$ cat src/rtl/pot_scan_pkg.sv
// Shared types and width helpers for the pot scanning controller.
package pot_scan_pkg;

  typedef enum logic [1:0] {IDLE, START, WAIT, UPDATE} state_t;

  // Counter widths derived from the instance parameters.
  function automatic int to_w(input int timeout_cyc);
    return (timeout_cyc > 1) ? $clog2(timeout_cyc) : 1;
  endfunction

  function automatic int set_w(input int settle_samples);
    return $clog2(settle_samples + 1);
  endfunction

endpackage

$ cat src/rtl/pot_smooth.sv
// One IIR smoothing step: y + ((res - y) >>> shift), or a raw load when unprimed.
module pot_smooth #(
  parameter int RES_W = 12,
  parameter int SH_W  = 4
) (
  input  logic [RES_W-1:0] y_i,
  input  logic [RES_W-1:0] res_i,
  input  logic             primed_i,
  input  logic [SH_W-1:0]  shift_i,
  output logic [RES_W-1:0] y_next_o
);

  logic signed [RES_W:0] diff;
  logic signed [RES_W:0] step;

  // Result always lies between y and res, so the wrap-around truncation is exact.
  always_comb begin
    diff     = $signed({1'b0, res_i}) - $signed({1'b0, y_i});
    step     = diff >>> shift_i;
    y_next_o = primed_i ? RES_W'({1'b0, y_i} + step) : res_i;
  end

endmodule

$ cat src/rtl/pot_scan_ctrl.sv
// Round-robin A2D pot scanner with per-channel IIR smoothing, conversion
// watchdog and a settle-delayed, sticky amplifier enable.
module pot_scan_ctrl
  import pot_scan_pkg::*;
#(
  parameter int NUM_CH         = 6,
  parameter int CH_W           = 3,
  parameter int RES_W          = 12,
  parameter int AVG_SHIFT      = 2,
  parameter int TIMEOUT_CYC    = 4096,
  parameter int SETTLE_SAMPLES = 1024
) (
  input  logic                    clk_i,
  input  logic                    rst_i,
  input  logic                    scan_en_i,
  output logic                    strt_cnv_o,
  output logic [CH_W-1:0]         chnnl_o,
  input  logic                    cnv_cmplt_i,
  input  logic [RES_W-1:0]        res_i,
  output logic [NUM_CH*RES_W-1:0] pot_vals_o,
  output logic [NUM_CH-1:0]       pot_upd_o,
  output logic                    all_valid_o,
  input  logic                    valid_i,
  output logic                    amp_on_o,
  output logic                    err_timeout_o
);

  localparam int TO_W = to_w(TIMEOUT_CYC);
  localparam int SET_W = set_w(SETTLE_SAMPLES);
  localparam int SH_W = $clog2(RES_W + 1);
  localparam logic [TO_W-1:0] TO_LAST = TO_W'(TIMEOUT_CYC - 1);
  localparam logic [SET_W-1:0] SET_DONE = SET_W'(SETTLE_SAMPLES);
  localparam logic [CH_W-1:0] CH_LAST = CH_W'(NUM_CH - 1);

  state_t                        state_q, state_d;
  logic [CH_W-1:0]               idx_q, idx_d;
  logic [TO_W-1:0]               to_cnt_q, to_cnt_d;
  logic [RES_W-1:0]              res_q;
  logic                          strt_q;
  logic [NUM_CH-1:0][RES_W-1:0]  vals_q;
  logic [NUM_CH-1:0]             upd_q;
  logic [NUM_CH-1:0]             primed_q;
  logic                          all_valid_q;
  logic                          err_q;
  logic                          valid_prev_q;
  logic [SET_W-1:0]              set_cnt_q;
  logic                          amp_q;
  logic                          cap;
  logic                          to_exp;
  logic [RES_W-1:0]              y_next;

  pot_smooth #(.RES_W(RES_W), .SH_W(SH_W)) u_smooth (
    .y_i      (vals_q[idx_q]),
    .res_i    (res_q),
    .primed_i (primed_q[idx_q]),
    .shift_i  (SH_W'(AVG_SHIFT)),
    .y_next_o (y_next)
  );

  always_comb begin
    state_d  = state_q;
    idx_d    = idx_q;
    to_cnt_d = to_cnt_q;
    cap      = 1'b0;
    to_exp   = 1'b0;
    unique case (state_q)
      IDLE:  if (scan_en_i) state_d = START;
      START: state_d = WAIT;
      WAIT: begin
        // A completion on the expiry cycle still counts as a good conversion.
        if (cnv_cmplt_i) begin
          cap      = 1'b1;
          to_cnt_d = '0;
          state_d  = UPDATE;
        end else if (to_cnt_q == TO_LAST) begin
          to_exp   = 1'b1;
          to_cnt_d = '0;
          state_d  = START;
        end else begin
          to_cnt_d = to_cnt_q + 1'b1;
        end
      end
      UPDATE: begin
        idx_d   = (idx_q == CH_LAST) ? '0 : idx_q + 1'b1;
        state_d = scan_en_i ? START : IDLE;
      end
      default: state_d = IDLE;
    endcase
  end

  always_ff @(posedge clk_i or posedge rst_i) begin
    if (rst_i) begin
      state_q      <= IDLE;
      idx_q        <= '0;
      to_cnt_q     <= '0;
      res_q        <= '0;
      strt_q       <= 1'b0;
      vals_q       <= '0;
      upd_q        <= '0;
      primed_q     <= '0;
      all_valid_q  <= 1'b0;
      err_q        <= 1'b0;
      valid_prev_q <= 1'b0;
      set_cnt_q    <= '0;
      amp_q        <= 1'b0;
    end else begin
      state_q  <= state_d;
      idx_q    <= idx_d;
      to_cnt_q <= to_cnt_d;
      strt_q   <= (state_d == START);
      if (cap) res_q <= res_i;
      upd_q <= '0;
      if (state_q == UPDATE) begin
        vals_q[idx_q]   <= y_next;
        upd_q[idx_q]    <= 1'b1;
        primed_q[idx_q] <= 1'b1;
      end
      all_valid_q  <= &primed_q;
      if (to_exp) err_q <= 1'b1;
      valid_prev_q <= valid_i;
      // Counter freezes at the target; amp_on follows one edge later and sticks.
      if (set_cnt_q == SET_DONE) amp_q <= 1'b1;
      else if (all_valid_q && valid_i && !valid_prev_q) set_cnt_q <= set_cnt_q + 1'b1;
    end
  end

  assign strt_cnv_o    = strt_q;
  assign chnnl_o       = idx_q;
  assign pot_vals_o    = vals_q;
  assign pot_upd_o     = upd_q;
  assign all_valid_o   = all_valid_q;
  assign amp_on_o      = amp_q;
  assign err_timeout_o = err_q;

endmodule

$ cat config.mk
export PLATFORM = sky130hd
export DESIGN_NAME = pot_scan_ctrl
export DESIGN_NICKNAME = d
export VERILOG_FILES = /design/src/rtl/pot_scan_pkg.sv /design/src/rtl/pot_smooth.sv /design/src/rtl/pot_scan_ctrl.sv
export SDC_FILE = /design/constraint.sdc
export NUM_CORES = 1
export LEC_CHECK = 0
export ABC_AREA = 1
export CORE_ASPECT_RATIO = 1.25
export CORE_MARGIN = 5
export CORE_UTILIZATION = 45
export DETAILED_ROUTE_END_ITERATION = 8
export DONT_BUFFER_PORTS = 1
export PLACE_DENSITY_LB_ADDON = 0.05
export RECOVER_POWER = 100
export SKIP_LAST_GASP = 1
export SLEW_MARGIN = 20
export SYNTH_ARGS = -nofsm -noshare
export SYNTH_HDL_FRONTEND = slang
export SYNTH_HIERARCHICAL = 1
export SYNTH_SLANG_ARGS = --single-unit
$ cat constraint.sdc
create_clock -name clk_i -period 9.5 [get_ports clk_i]
set_input_delay 1.425 -clock clk_i [delete_from_list [all_inputs] [get_ports clk_i]]
set_output_delay 1.425 -clock clk_i [all_outputs]
set_load 0.05 [all_outputs]
* Yosys cells after proc, flatten, opt, wreduce, memory -nomap -nowiden
Cells that the tools add are included.
** Cells by class
- Add/subtract/negate cells :: 5
- $lt $le $gt $ge :: 2
- Equal/unequal tests :: 7
- Multiplexer cells :: 24
- Bitwise gates (word level) :: 2
- Reduce and logical (&&, ||, !) cells :: 7
** Operator list (number)
- $bwmux 72 :: 1
- $mux 12 :: 5
- $bmux 12 s3 :: 1
- $demux 12 s3 :: 1
- $sub 12x12->13 :: 1
- $add 12x1->12 const B :: 1
- $add 12x12->12 :: 1
- $eq 12x12->1 const B :: 1
- $add 11x1->11 const B :: 1
- $eq 11x11->1 const B :: 1
- $mux 1 :: 8
- $pmux 2 s4 :: 1
- $mux 2 :: 3
- $mux 6 :: 1
- $or 6x6->6 :: 1
- $reduce_and 6->1 :: 1
- $eq 2x1->1 const B :: 2
- $eq 2x2->1 const B :: 2
- $lt 3x4->1 const B :: 1
- $add 3x1->3 const B :: 1
- $bmux 1 s3 :: 1
- $demux 1 s3 :: 1
- $eq 3x3->1 const B :: 1
- $ge 3x1->1 const B :: 1
- other kinds (6) :: 8
** Storage, ports and cells
- Register bits :: 129
- Input bits :: 17
- Output and inout bits :: 85

* Longest topological paths before layout
- Depth after elaboration :: 6
- Mapped depth :: 40
- Gate-level depth less buffers :: 39

* Cells and area by module
The synthesis kept the hierarchy.
** Modules (own cells, without submodules)
- pot_scan_ctrl :: instances 1, cells each 624, area each 5696.7 um2, seq. area each 3228.1 um2
- pot_smooth :: instances 1, cells each 319, area each 1813.0 um2, seq. area each 0.0 um2

* Least setup slack after synthesis
Ideal clock, no wire load.
- Path kind :: reg2reg
- From :: reg idx_q[1] (netlist: chnnl_o[1])
- To :: reg vals_q, in the netlist pot_vals_o[10]
- Library setup time :: 0.083 ns
- Arrival :: 4.593 ns
- Path slack :: 4.824 ns
- Stages on the path, launching flop included :: 30
- Cell sequence :: dfrtp_1 > nor2_4 > clkbuf_1 > o21ai_0 > o221ai_1 > inv_1 > fa_1 > xnor2_1 > o21ai_0 > o21ai_0 > nand3_1 > a21boi_1 > ha_1 > fa_1 > nand3_1 > nand2_1 > nand2_1 > nand2_1 > a21oi_2 > inv_1 > a21oi_1 > o21bai_1 > a21o_1 > nand2_1 > nand2_1 > nand2_1 > nand3_1 > nand2_1 > inv_1 > o21ai_0
** Between the ends
- Longest elaborated chain between the ends :: 6
- Elaborated cells between the ends (all ways) :: 13
** Ends and longest elaborated chain
- start: declaration :: line pot_scan_ctrl.sv:36 : logic [CH_W-1:0] idx_q, idx_d;
- start signal: assignment :: line pot_scan_ctrl.sv:108 : idx_q <= idx_d;
- $bmux 12 s3 :: line pot_scan_ctrl.sv:53 : .y_i (vals_q[idx_q]),
- $mux 12 (implied by the code) :: line pot_scan_ctrl.sv:53
- $sub 12x12->13 :: line pot_smooth.sv:18 : diff = $signed({1'b0, res_i}) - $signed({1'b0, y_i});
- $add 12x12->12 :: line pot_smooth.sv:20 : y_next_o = primed_i ? RES_W'({1'b0, y_i} + step) : res_i;
- $mux 12 (*) :: line pot_smooth.sv:20
- via y_next[10] :: line pot_scan_ctrl.sv:50 : logic [RES_W-1:0] y_next;
- $bwmux 72 (*) :: line pot_scan_ctrl.sv:114 : vals_q[idx_q] <= y_next;
- end signal: indexed assignment :: line pot_scan_ctrl.sv:114
- end: declaration :: line pot_scan_ctrl.sv:40 : logic [NUM_CH-1:0][RES_W-1:0] vals_q;
Mark *: on every way through the listed nets, which the timed path passes. The rest lies on a longest branch. The select of a mux whose other input is x is not followed.
A chain may end at the register's enable or synchronous reset.

* Worst setup path in the final report
- From :: reg idx_q[0] (netlist: chnnl_o[0])
- To :: reg vals_q, in the netlist pot_vals_o[46]
The elaborated chain is that of the path after synthesis.

==> results.py <==
metrics = {
    "run_status": {
        "status": "complete, but fails checks",
        "violations": "max-capacitance violations, max-slew violations",
    },
    "global_routing": {
        "grt_use_total_pct": 20.7,
        "grt_pass1_vias": 5978,
        "gr-total-overflow": 0,
        "antenna_found_initial": 0,
        "grt_pass1_wl_um": 32100,
        "grt_max_degree": 83,
    },
    "synth": {
        "synth_area_um2": 7510,
        "yosysTopAreaCell": "dfrtp_1",
        "synthMuxAreaShare_pct": 1.80,
        "ys.flop_type": "dfrtp_1",
        "synth_top_family_by_area": "simple AND/OR/NAND/NOR gates",
        "synth_compound_area_share_pct": 17.2,
        "yosys.cell_count.top_type": "nand2_1",
        "netlist_top_cells_count": "240 x nand2_1, 129 x dfrtp_1, 90 x o21ai_0",
        "ys_types": 47,
        "synth_warnings": 6,
        "synthXorXnorAreaFrac_pct": 3.02,
        "synthSimpleGateAreaFrac_pct": 23.5,
        "ys_seq_area_share_pct": 43.0,
        "synthAdderAreaFrac_pct": 4.87,
        "synth-seq-cells": 129,
        "synthCells": 943,
        "postSynthAreaPerCell_um2": 7.96,
        "synthArstFlopShare_pct": 100,
        "synth_top_area_share_pct": 43.0,
        "synth.top_cells.by_area": "dfrtp_1 43%, nand2_1 12%, o21ai_0 6.0%",
        "synth_edf_count": 0,
    },
    "floorplanning": {
        "start_util_pct": 46.0,
        "die-height_um": 154,
        "fp.dieArea_um2": 19400,
        "ioPinCount": 102,
        "core-area_um2": 16300,
        "rows": 52,
        "die_x_um": 126,
    },
    "detailed_routing": {
        "routed_wl_um": 20000,
        "drc_errors": 0,
        "initialDrtViolationCount": 534,
        "wl_per_cell_um": 17.0,
        "dr_total_vias": 6233,
        "ant_nets": 0,
        "post_drt_via_cell_ratio": 5.32,
        "first_pass_iters": 6,
    },
    "critical_path": {
        "setup.worst_path.start_class": "register",
        "critPathCapture": "pot_vals_o[46]$_DFFE_PP0P_",
        "r2r_setup_slack_ns": 2.66,
        "path_depth": 31,
        "path_buf_inv": 4,
        "r2r-end": "pot_vals_o[46]$_DFFE_PP0P_",
        "max_stage_delay_ns": 1.67,
        "crit_slowest_cell": "clkbuf_1",
        "crit_path_max_fanout": 42,
        "reg2regPathDepth": 31,
        "cp_top_family": "compound AO/OA/AOI/OAI gates",
        "required_ns": 9.80,
        "end_kind": "register",
        "critPathLaunch": "chnnl_o[0]$_DFFE_PP0P_",
        "cpMostUsedCell": "nand2_1",
        "critPathKind": "reg -> reg",
        "crit_arrival_ns": 7.15,
        "timing.rr.start": "chnnl_o[0]$_DFFE_PP0P_",
    },
    "clock_network": {
        "cts_setup_buffers": 0,
        "root_buffer": "clkbuf_16",
        "clk_path_buf_depth": 2,
        "clock_sinks": 129,
        "clkTransAtPathRegs_ns": 0.06,
        "cts_inserted_buffers": 17,
        "post_cts_resized": 0,
        "cts_hold_buffers": 0,
        "insertion_delay_ns": 0.42,
        "cts_tree": "built",
        "cts_htree_levels": 4,
    },
    "timing": {
        "max_freq_mhz": 146,
        "timing.final.crit_share_pct": 72.0,
        "rsz0062_at_grt": "false",
        "worst_slew_pin_slew_ns": 3.65,
        "fin_crit_ns": 6.84,
        "max-slew-margin-rel_pct": -145,
        "hold_viol_final": 0,
        "report.final.setup_viol": 0,
        "setup_tns_ns": 0,
        "skew_ns": 0.00619,
        "drv_slew": 190,
    },
    "finish": {
        "drive_gt1_share_pct": 8.68,
        "layout.nets": 988,
        "syn_to_final_growth_pct": 8.85,
        "post-route-util_pct": 50.1,
        "fin_cells": 1172,
        "antenna_cells": 0,
    },
    "min_path": {
        "hold_class": "reg -> reg",
    },
    "placement": {
        "dp.cells": 1140,
        "dpl.hpwl_um": 15100,
        "io_buffers": 0,
        "gp_congestion": 0.836,
    },
    "job": {
        "cap_violations": 4,
    },
}
## tightest hold or removal path: cells and delay by family (launching register included)
family | cells | cell delay [ns]
flops | 1 | 0.32
buf+inv | 1 | 0.06
simple gates | 1 | 0.06
## layer usage
metal  up-vias  GRT usage, %  routed length (um)
met5         -             0                   0
met4         0          5.73                 338
met3        28          5.73                1330
met2       192          34.4                9670
met1      2915          26.7                8630
li1       3098             -                   -
## flip-flops by register name (all words and copies together) (netlist names), 2 cells and up
name / flops
res_q: 12
pot_upd_o: 6
primed_q: 6
set_cnt_q: 11
chnnl_o: 3
pot_vals_o: 72
to_cnt_q: 12
state_q: 2
## per-stage QoR
step | worst slack (ns) | hold WS (ns) | instance area [um2]
final | 2.66 | 0.468 | 8170
after global routing | 1.84 | 0.484 | 8170
after detailed placement | 3.88 | 0.456 | 7690
after global placement | 4.05 | 0.456 | 7690
after CTS | 3.87 | 0.471 | 8270
after floorplan | 4.63 | 0.435 | 7560
## cells in the final DEF, fill, tap and decap left out, drive strengths merged, types with 2 or more instances in the layout
cell type / Yosys / layout
nand3: 39 / 39
clkinvlp: 0 / 6
inv: 88 / 87
nor3: 3 / 3
fa: 2 / 2
o31ai: 2 / 2
o211ai: 5 / 5
o21a: 15 / 15
xnor2: 9 / 9
o221ai: 13 / 13
mux2: 12 / 12
a31oi: 4 / 4
clkinv: 1 / 7
o21bai: 5 / 5
a21oi: 29 / 29
clkbuf: 12 / 22
xor2: 16 / 16
nor2: 80 / 80
a21o: 2 / 2
conb: 2 / 15
nand2: 259 / 259
nand4: 13 / 13
or2: 7 / 7
o21ai: 144 / 144
ha: 26 / 26
dfrtp: 129 / 129
## logic make-up (layout without fill, tap and decap cells)
logic type      after synthesis  after routing
compound gates              223            223
xor+xnor                     25             25
fa+ha+maj                    28             28
buf+inv                     123            123
flops                       129            129
mux                          12             12
other cells                   2             15
simple gates                401            401
## layout make-up
class / count / area, um2
Clock buffer: 20 / 467
Clock inverter: 12 / 109
Fill cell: 1625 / 8160
Inverter: 89 / 335
Multi-Input combinational cell: 704 / 3760
Sequential cell: 129 / 3230
Tap cell: 216 / 270
Timing Repair Buffer: 2 / 7.51
## worst min path at each step
| stage | start | to | slack, ns | depth (start not counted) |
|---|---|---|---|---|
| floorplan | primed_q[3]$_DFFE_PP0P_ | primed_q[3]$_DFFE_PP0P_ | 0.43 | 2 |
| global placement | primed_q[3]$_DFFE_PP0P_ | primed_q[3]$_DFFE_PP0P_ | 0.46 | 2 |
| detailed placement | primed_q[3]$_DFFE_PP0P_ | primed_q[3]$_DFFE_PP0P_ | 0.46 | 2 |
| CTS | primed_q[3]$_DFFE_PP0P_ | primed_q[3]$_DFFE_PP0P_ | 0.47 | 2 |
| global route | primed_q[3]$_DFFE_PP0P_ | primed_q[3]$_DFFE_PP0P_ | 0.48 | 2 |
| finish | primed_q[3]$_DFFE_PP0P_ | primed_q[3]$_DFFE_PP0P_ | 0.47 | 2 |
Power is not shown: default switching activity piles up to over one toggle a cycle in this logic, so the estimate is an artifact.
